File: config.mk
export PLATFORM = sky130hd
export DESIGN_NAME = reflet_bootloader_8bit
export DESIGN_NICKNAME = d
export VERILOG_FILES = /design/src/rtl/reflet_bootloader_8bit.sv
export SDC_FILE = /design/constraint.sdc
export NUM_CORES = 1
export LEC_CHECK = 0
export ABC_AREA = 1
export CAP_MARGIN = 40
export CELL_PAD_IN_SITES_DETAIL_PLACEMENT = 1
export CELL_PAD_IN_SITES_GLOBAL_PLACEMENT = 1
export CORE_MARGIN = 4
export CORE_UTILIZATION = 47
export CTS_CLUSTER_DIAMETER = 40
export DETAILED_ROUTE_END_ITERATION = 6
export GPL_TIMING_DRIVEN = 0
export PLACE_DENSITY_LB_ADDON = 0.1
export SLEW_MARGIN = 25
export SYNTH_ARGS = -nofsm -noshare
export SYNTH_HDL_FRONTEND = slang
export SYNTH_SLANG_ARGS = --single-unit
File: constraint.sdc
create_clock -name clk -period 6.5 [get_ports clk]
set_clock_uncertainty 0.05 [all_clocks]
set_input_delay 1.95 -clock clk [delete_from_list [all_inputs] [get_ports clk]]
set_output_delay 1.95 -clock clk [all_outputs]
set_load 0.01 [all_outputs]
File: src/rtl/reflet_bootloader_8bit.sv
// -----------------------------------------------------------------------------
// reflet_bootloader_8bit
//
// UART-fed bootloader for an 8-bit Reflet core. It receives a frame made of a
// length byte N, N payload bytes and a checksum byte (8-bit sum of the
// payload). It writes the payload to instruction memory at addresses 0..N-1,
// then releases the CPU from reset and hands the memory port back to it.
//
// Ports
//   clk          in   system clock, rising edge
//   reset        in   asynchronous active-high reset
//   rx_data      in   received UART byte
//   rx_valid     in   single-cycle strobe qualifying rx_data
//   cpu_reset_n  out  0 holds the CPU in reset, 1 releases it
//   mem_sel      out  1 = bootloader owns the memory port, 0 = CPU owns it
//   mem_addr     out  instruction-memory write address
//   mem_data     out  instruction-memory write data
//   mem_write_en out  single-cycle write strobe
//   done         out  load completed, CPU running
//   error        out  last transfer failed (bad length, checksum or timeout)
// -----------------------------------------------------------------------------
module reflet_bootloader_8bit #(
  parameter int inst_size      = 128,
  parameter int timeout_cycles = 1000000
) (
  input  logic       clk,
  input  logic       reset,
  input  logic [7:0] rx_data,
  input  logic       rx_valid,
  output logic       cpu_reset_n,
  output logic       mem_sel,
  output logic [6:0] mem_addr,
  output logic [7:0] mem_data,
  output logic       mem_write_en,
  output logic       done,
  output logic       error
);

  // The inter-byte timer counts 0..timeout_cycles-1; reaching the top value
  // with no byte arriving trips the timeout.
  localparam int          TW   = (timeout_cycles > 1) ? $clog2(timeout_cycles) : 1;
  localparam logic [TW-1:0] TMAX = TW'(timeout_cycles - 1);
  localparam logic [7:0]  LMAX = 8'(inst_size);

  typedef enum logic [2:0] {
    WAIT_LEN,
    LOAD,
    CHECK,
    RUN,
    ERROR
  } state_t;

  state_t        r_state;
  state_t        w_next;

  logic [7:0]    r_len;
  logic [7:0]    r_cnt;
  logic [7:0]    r_acc;
  logic [TW-1:0] r_timer;

  logic          r_cpu_reset_n;
  logic          r_mem_sel;
  logic [6:0]    r_mem_addr;
  logic [7:0]    r_mem_data;
  logic          r_mem_write_en;
  logic          r_done;
  logic          r_error;

  logic          w_len_state;
  logic          w_len_load;
  logic          w_last;
  logic          w_timeout;

  // ERROR accepts a new length byte exactly like WAIT_LEN.
  assign w_len_state = (r_state == WAIT_LEN) || (r_state == ERROR);
  assign w_len_load  = w_len_state && rx_valid && (rx_data != 8'd0) && (rx_data <= LMAX);
  assign w_last      = (r_cnt == (r_len - 8'd1));
  assign w_timeout   = (r_timer == TMAX);

  always_ff @(posedge clk or posedge reset) begin
    if (reset) begin
      r_state <= WAIT_LEN;
    end else begin
      r_state <= w_next;
    end
  end

  always_comb begin
    w_next = r_state;
    case (r_state)
      WAIT_LEN, ERROR: begin
        if (rx_valid) begin
          if (rx_data == 8'd0) begin
            w_next = RUN;
          end else if (rx_data > LMAX) begin
            w_next = ERROR;
          end else begin
            w_next = LOAD;
          end
        end
      end
      LOAD: begin
        if (rx_valid) begin
          if (w_last) begin
            w_next = CHECK;
          end
        end else if (w_timeout) begin
          w_next = ERROR;
        end
      end
      CHECK: begin
        if (rx_valid) begin
          w_next = (rx_data == r_acc) ? RUN : ERROR;
        end else if (w_timeout) begin
          w_next = ERROR;
        end
      end
      RUN:     w_next = RUN;
      default: w_next = WAIT_LEN;
    endcase
  end

  // Datapath and registered outputs. The status outputs are loaded from the
  // next state so they change on the same edge as the state itself, keeping
  // cpu_reset_n and mem_sel aligned. The memory write is registered at the
  // accepting edge, so it appears exactly one cycle after its rx_valid and a
  // new byte can be accepted while that write is on the port.
  always_ff @(posedge clk or posedge reset) begin
    if (reset) begin
      r_len          <= 8'd0;
      r_cnt          <= 8'd0;
      r_acc          <= 8'd0;
      r_timer        <= '0;
      r_cpu_reset_n  <= 1'b0;
      r_mem_sel      <= 1'b1;
      r_mem_addr     <= 7'd0;
      r_mem_data     <= 8'd0;
      r_mem_write_en <= 1'b0;
      r_done         <= 1'b0;
      r_error        <= 1'b0;
    end else begin
      r_mem_write_en <= 1'b0;

      if (w_len_load) begin
        r_len   <= rx_data;
        r_cnt   <= 8'd0;
        r_acc   <= 8'd0;
        r_timer <= '0;
      end

      if ((r_state == LOAD) && rx_valid) begin
        r_mem_write_en <= 1'b1;
        r_mem_addr     <= r_cnt[6:0];
        r_mem_data     <= rx_data;
        r_cnt          <= r_cnt + 8'd1;
        r_acc          <= r_acc + rx_data;
      end

      if ((r_state == LOAD) || (r_state == CHECK)) begin
        if (rx_valid) begin
          r_timer <= '0;
        end else if (!w_timeout) begin
          r_timer <= r_timer + TW'(1);
        end
      end

      r_cpu_reset_n <= (w_next == RUN);
      r_mem_sel     <= (w_next != RUN);
      r_done        <= (w_next == RUN);
      r_error       <= (w_next == ERROR);
    end
  end

  assign cpu_reset_n  = r_cpu_reset_n;
  assign mem_sel      = r_mem_sel;
  assign mem_addr     = r_mem_addr;
  assign mem_data     = r_mem_data;
  assign mem_write_en = r_mem_write_en;
  assign done         = r_done;
  assign error        = r_error;

endmodule

==> run summary <==
shortest period the worst path allows - 3.72 ns
share of cells above drive strength 1 - 0.102
initial antenna violation count - 0
total CTS buffers - 9
Syn Nets - 514
area of the core - 7850 um^2
crit end category - flop
setup violation total in the final timing report - 0
wirelength, routed - 10,800 um
nets - 555
pre-CTS setup slack - 2.42 ns
Reg power frac - 0.473
Total Neg Setup Slack - 0 ns
Core Rows - 32
Final Hold Viols - 0
TritonCTS clock tree - done
ANT nets after route - 0
post-synthesis sequential area ratio - 0.430
Die Y - 98.4 um
Syn Inst Count - 492
Worst Path Required - 6.66 ns
peak supply drop - 0.146 mV
clock slew at reported path FFs - 0.08 ns
deepest clock path buffer count - 2
grt met1 use - 0.319
drt pass-1 iters - 4
status - finished clean
Post-synth ARST share - 1.00
cell chain of the critical path - clkdlybuf4s50_1 > ha_1 > fa_1 > nand3_1 > nand3_1 > nand2_1 > nand2_1 > a21oi_1 > xor2_1 > o21ai_0
switching pwr - 244 uW
M3 GR Usage - 0.0467
Worst Hold Class - flop to flop
syn avg cell area - 7.81 um^2
critical-path maximum fanout - 3
Cell Pwr Density - 206 nW/um^2
crit path kind - input port to flop
Post-Syn Area - 3840 um^2
DRT iter0 DRCs - 145
leading area contributor after synthesis - dfrtp_1
hold buffer count at CTS - 0
Synth Register Bits - 66
htree depth - 3
Vias - 3,559
Post-CTS Setup Repair Bufs - 0
largest cells by area after synthesis - dfrtp_1, nand2_1, inv_1
Max-Cap Viols - 0
pin count of the biggest net entering global routing - 49
first-pass GRT wire length - 18,800 um
CTS Sinks - 66
Yosys top cell area share - 0.423
Max-slew headroom - 0.643
Sw Ratio - 0.263
remaining global-route overflow - 0
Critical Path Max Stage Delay - 0.46 ns
area grow syn2layout - 17.3%
combinational share of power - 0.113
Clk pwr share - 0.414
Netlist cell types - 42
Total GRT Usage - 0.238
ys flop type - dfrtp_1
dpl cell area - 4290 um^2
synth warn - 0
slowest cell on the critical path - clkdlybuf4s50_1
crit path launch type - input port
die area - 9690 um^2
Initial Utilization - 0.490
post_cts resized - 0
post-route clock period utilization - 0.572
Final Util - 0.574
Via density - 5.56
Crit path arrival time - 3.88 ns
grt peak-use layer - met2
Global Route met2 Usage - 0.399
P_int - 684 uW
Design Power - 928 uW
Max Transition Viols Final - 0
fmax - 0.269 GHz
unrepaired setup endpoints after global routing - no
DR DRC count - 0
diode count - 0
cell area after layout - 4510 um^2
mean routed wirelength per cell - 16.9 um
Die X - 98.4 um
EDFF count, synth - 0
IO Pins - 31
P_leak - 2.17 nW
Least-Margin Pin Slew - 0.535 ns
post-route setup slack - 2.78 ns
CTS root buf - clkbuf_8
number of buffers added on ports - 29
Clock Latency Late Sink - 0.35 ns
DP Wirelength - 7980 um
vias in the first global route - 3,837
GPL Wtd Cong - 0.881
## Yosys cell counts (5+ instances only)
master and count:
a21oi_1 18, nor2_1 40, o21ai_0 38, nand2_1 117, inv_2 5, xnor2_1 6, nand4_1 5, o21ai_1 8
dfrtp_1 65, inv_1 60, xor2_1 9, nor3_1 16, nand2_2 6, nand3_1 34, ha_1 10
## worst max-delay path: cells and delay by family
kind	cells	cell delay, ns
AND/OR/NAND/NOR	4	0.34
buffers and inverters	1	0.46
XOR/XNOR	1	0.17
adder cells (fa/ha/maj)	2	0.69
AO/OA/AOI/OAI	2	0.27
## layer usage
metal | share of wire | vias up
met3 | 0.031 | 14
met2 | 0.49 | 61
met1 | 0.46 | 1788
li1 | - | 1696
met5 | 0 | -
met4 | 0.013 | 0
## cell families after synthesis
logic type	synth area share
and+or+nand+nor	0.296
adders and majority gates	0.0378
buffers and inverters	0.0821
xor gates and xnor gates	0.0342
AOI/OAI and AO/OA	0.120
DFF	0.430
## sequential cells by signal (all words and copies together), names as in the netlist
register      count
r_timer          20
mem_data          8
r_acc             8
r_cnt             8
r_len             8
mem_addr          7
r_state           3
done              1
error             1
mem_sel           1
mem_write_en      1
## worst paths after layout
path                               end        start  cells after the start  slack, ns
min                        mem_data[2]  mem_data[2]                      2       0.44
min reg2reg                mem_data[2]  mem_data[2]                      2       0.44
max in group asynchronous      mem_sel        reset                      3       3.96
max                           r_acc[6]   rx_data[0]                     10       2.78
min in group asynchronous     r_cnt[2]        reset                      2       1.85
max reg2reg                       done     r_len[0]                     14       4.41
## layout by cell type, fill, tap and decap left out, drive strengths merged, types with 2 or more instances in the layout
cell and instances:
o32ai 4, and3 2, buf 8, nand3 36, a211oi 2, clkinvlp 2, o21ai 47, clkbuf 13
nor3 18, dfrtp 65, nand4 7, nor3b 5, xor2 9, clkdlybuf4s50 29, nor2 47, clkinv 3
o21bai 2, xnor2 6, nor4 4, o22ai 2, ha 10, inv 65, bufinv 2, a21oi 19
nand2 123, a31oi 2
## power groups by stage
stage / Clock (mW) / Sequential [mW] / Combinational [mW]
6_report: 0.384 / 0.439 / 0.104
3_5_place_dp: 0 / 0.447 / 0.104
2_1_floorplan: 0 / 0.445 / 0.0644
5_1_grt: 0.413 / 0.441 / 0.120
3_3_place_gp: 0 / 0.446 / 0.0969
4_1_cts: 0.392 / 0.439 / 0.106
## stage by stage
step	hold slack, ns	cells
floorplan	0.422	492
global placement	0.415	623
detailed placement	0.426	624
CTS	0.447	640
global route	0.488	640
finish	0.441	640
## area by class of cell
type                    count  area [um^2]
fillers                  1007         3340
repair buffers             30          318
flip-flops and latches     66         1650
inverters                  65          246
clock buffers               9          124
clock inverters             7         93.8
multi-input cells         350         1870
plain buffers              11         71.3
well taps                 102          128
(Power assumes the default switching activity.)
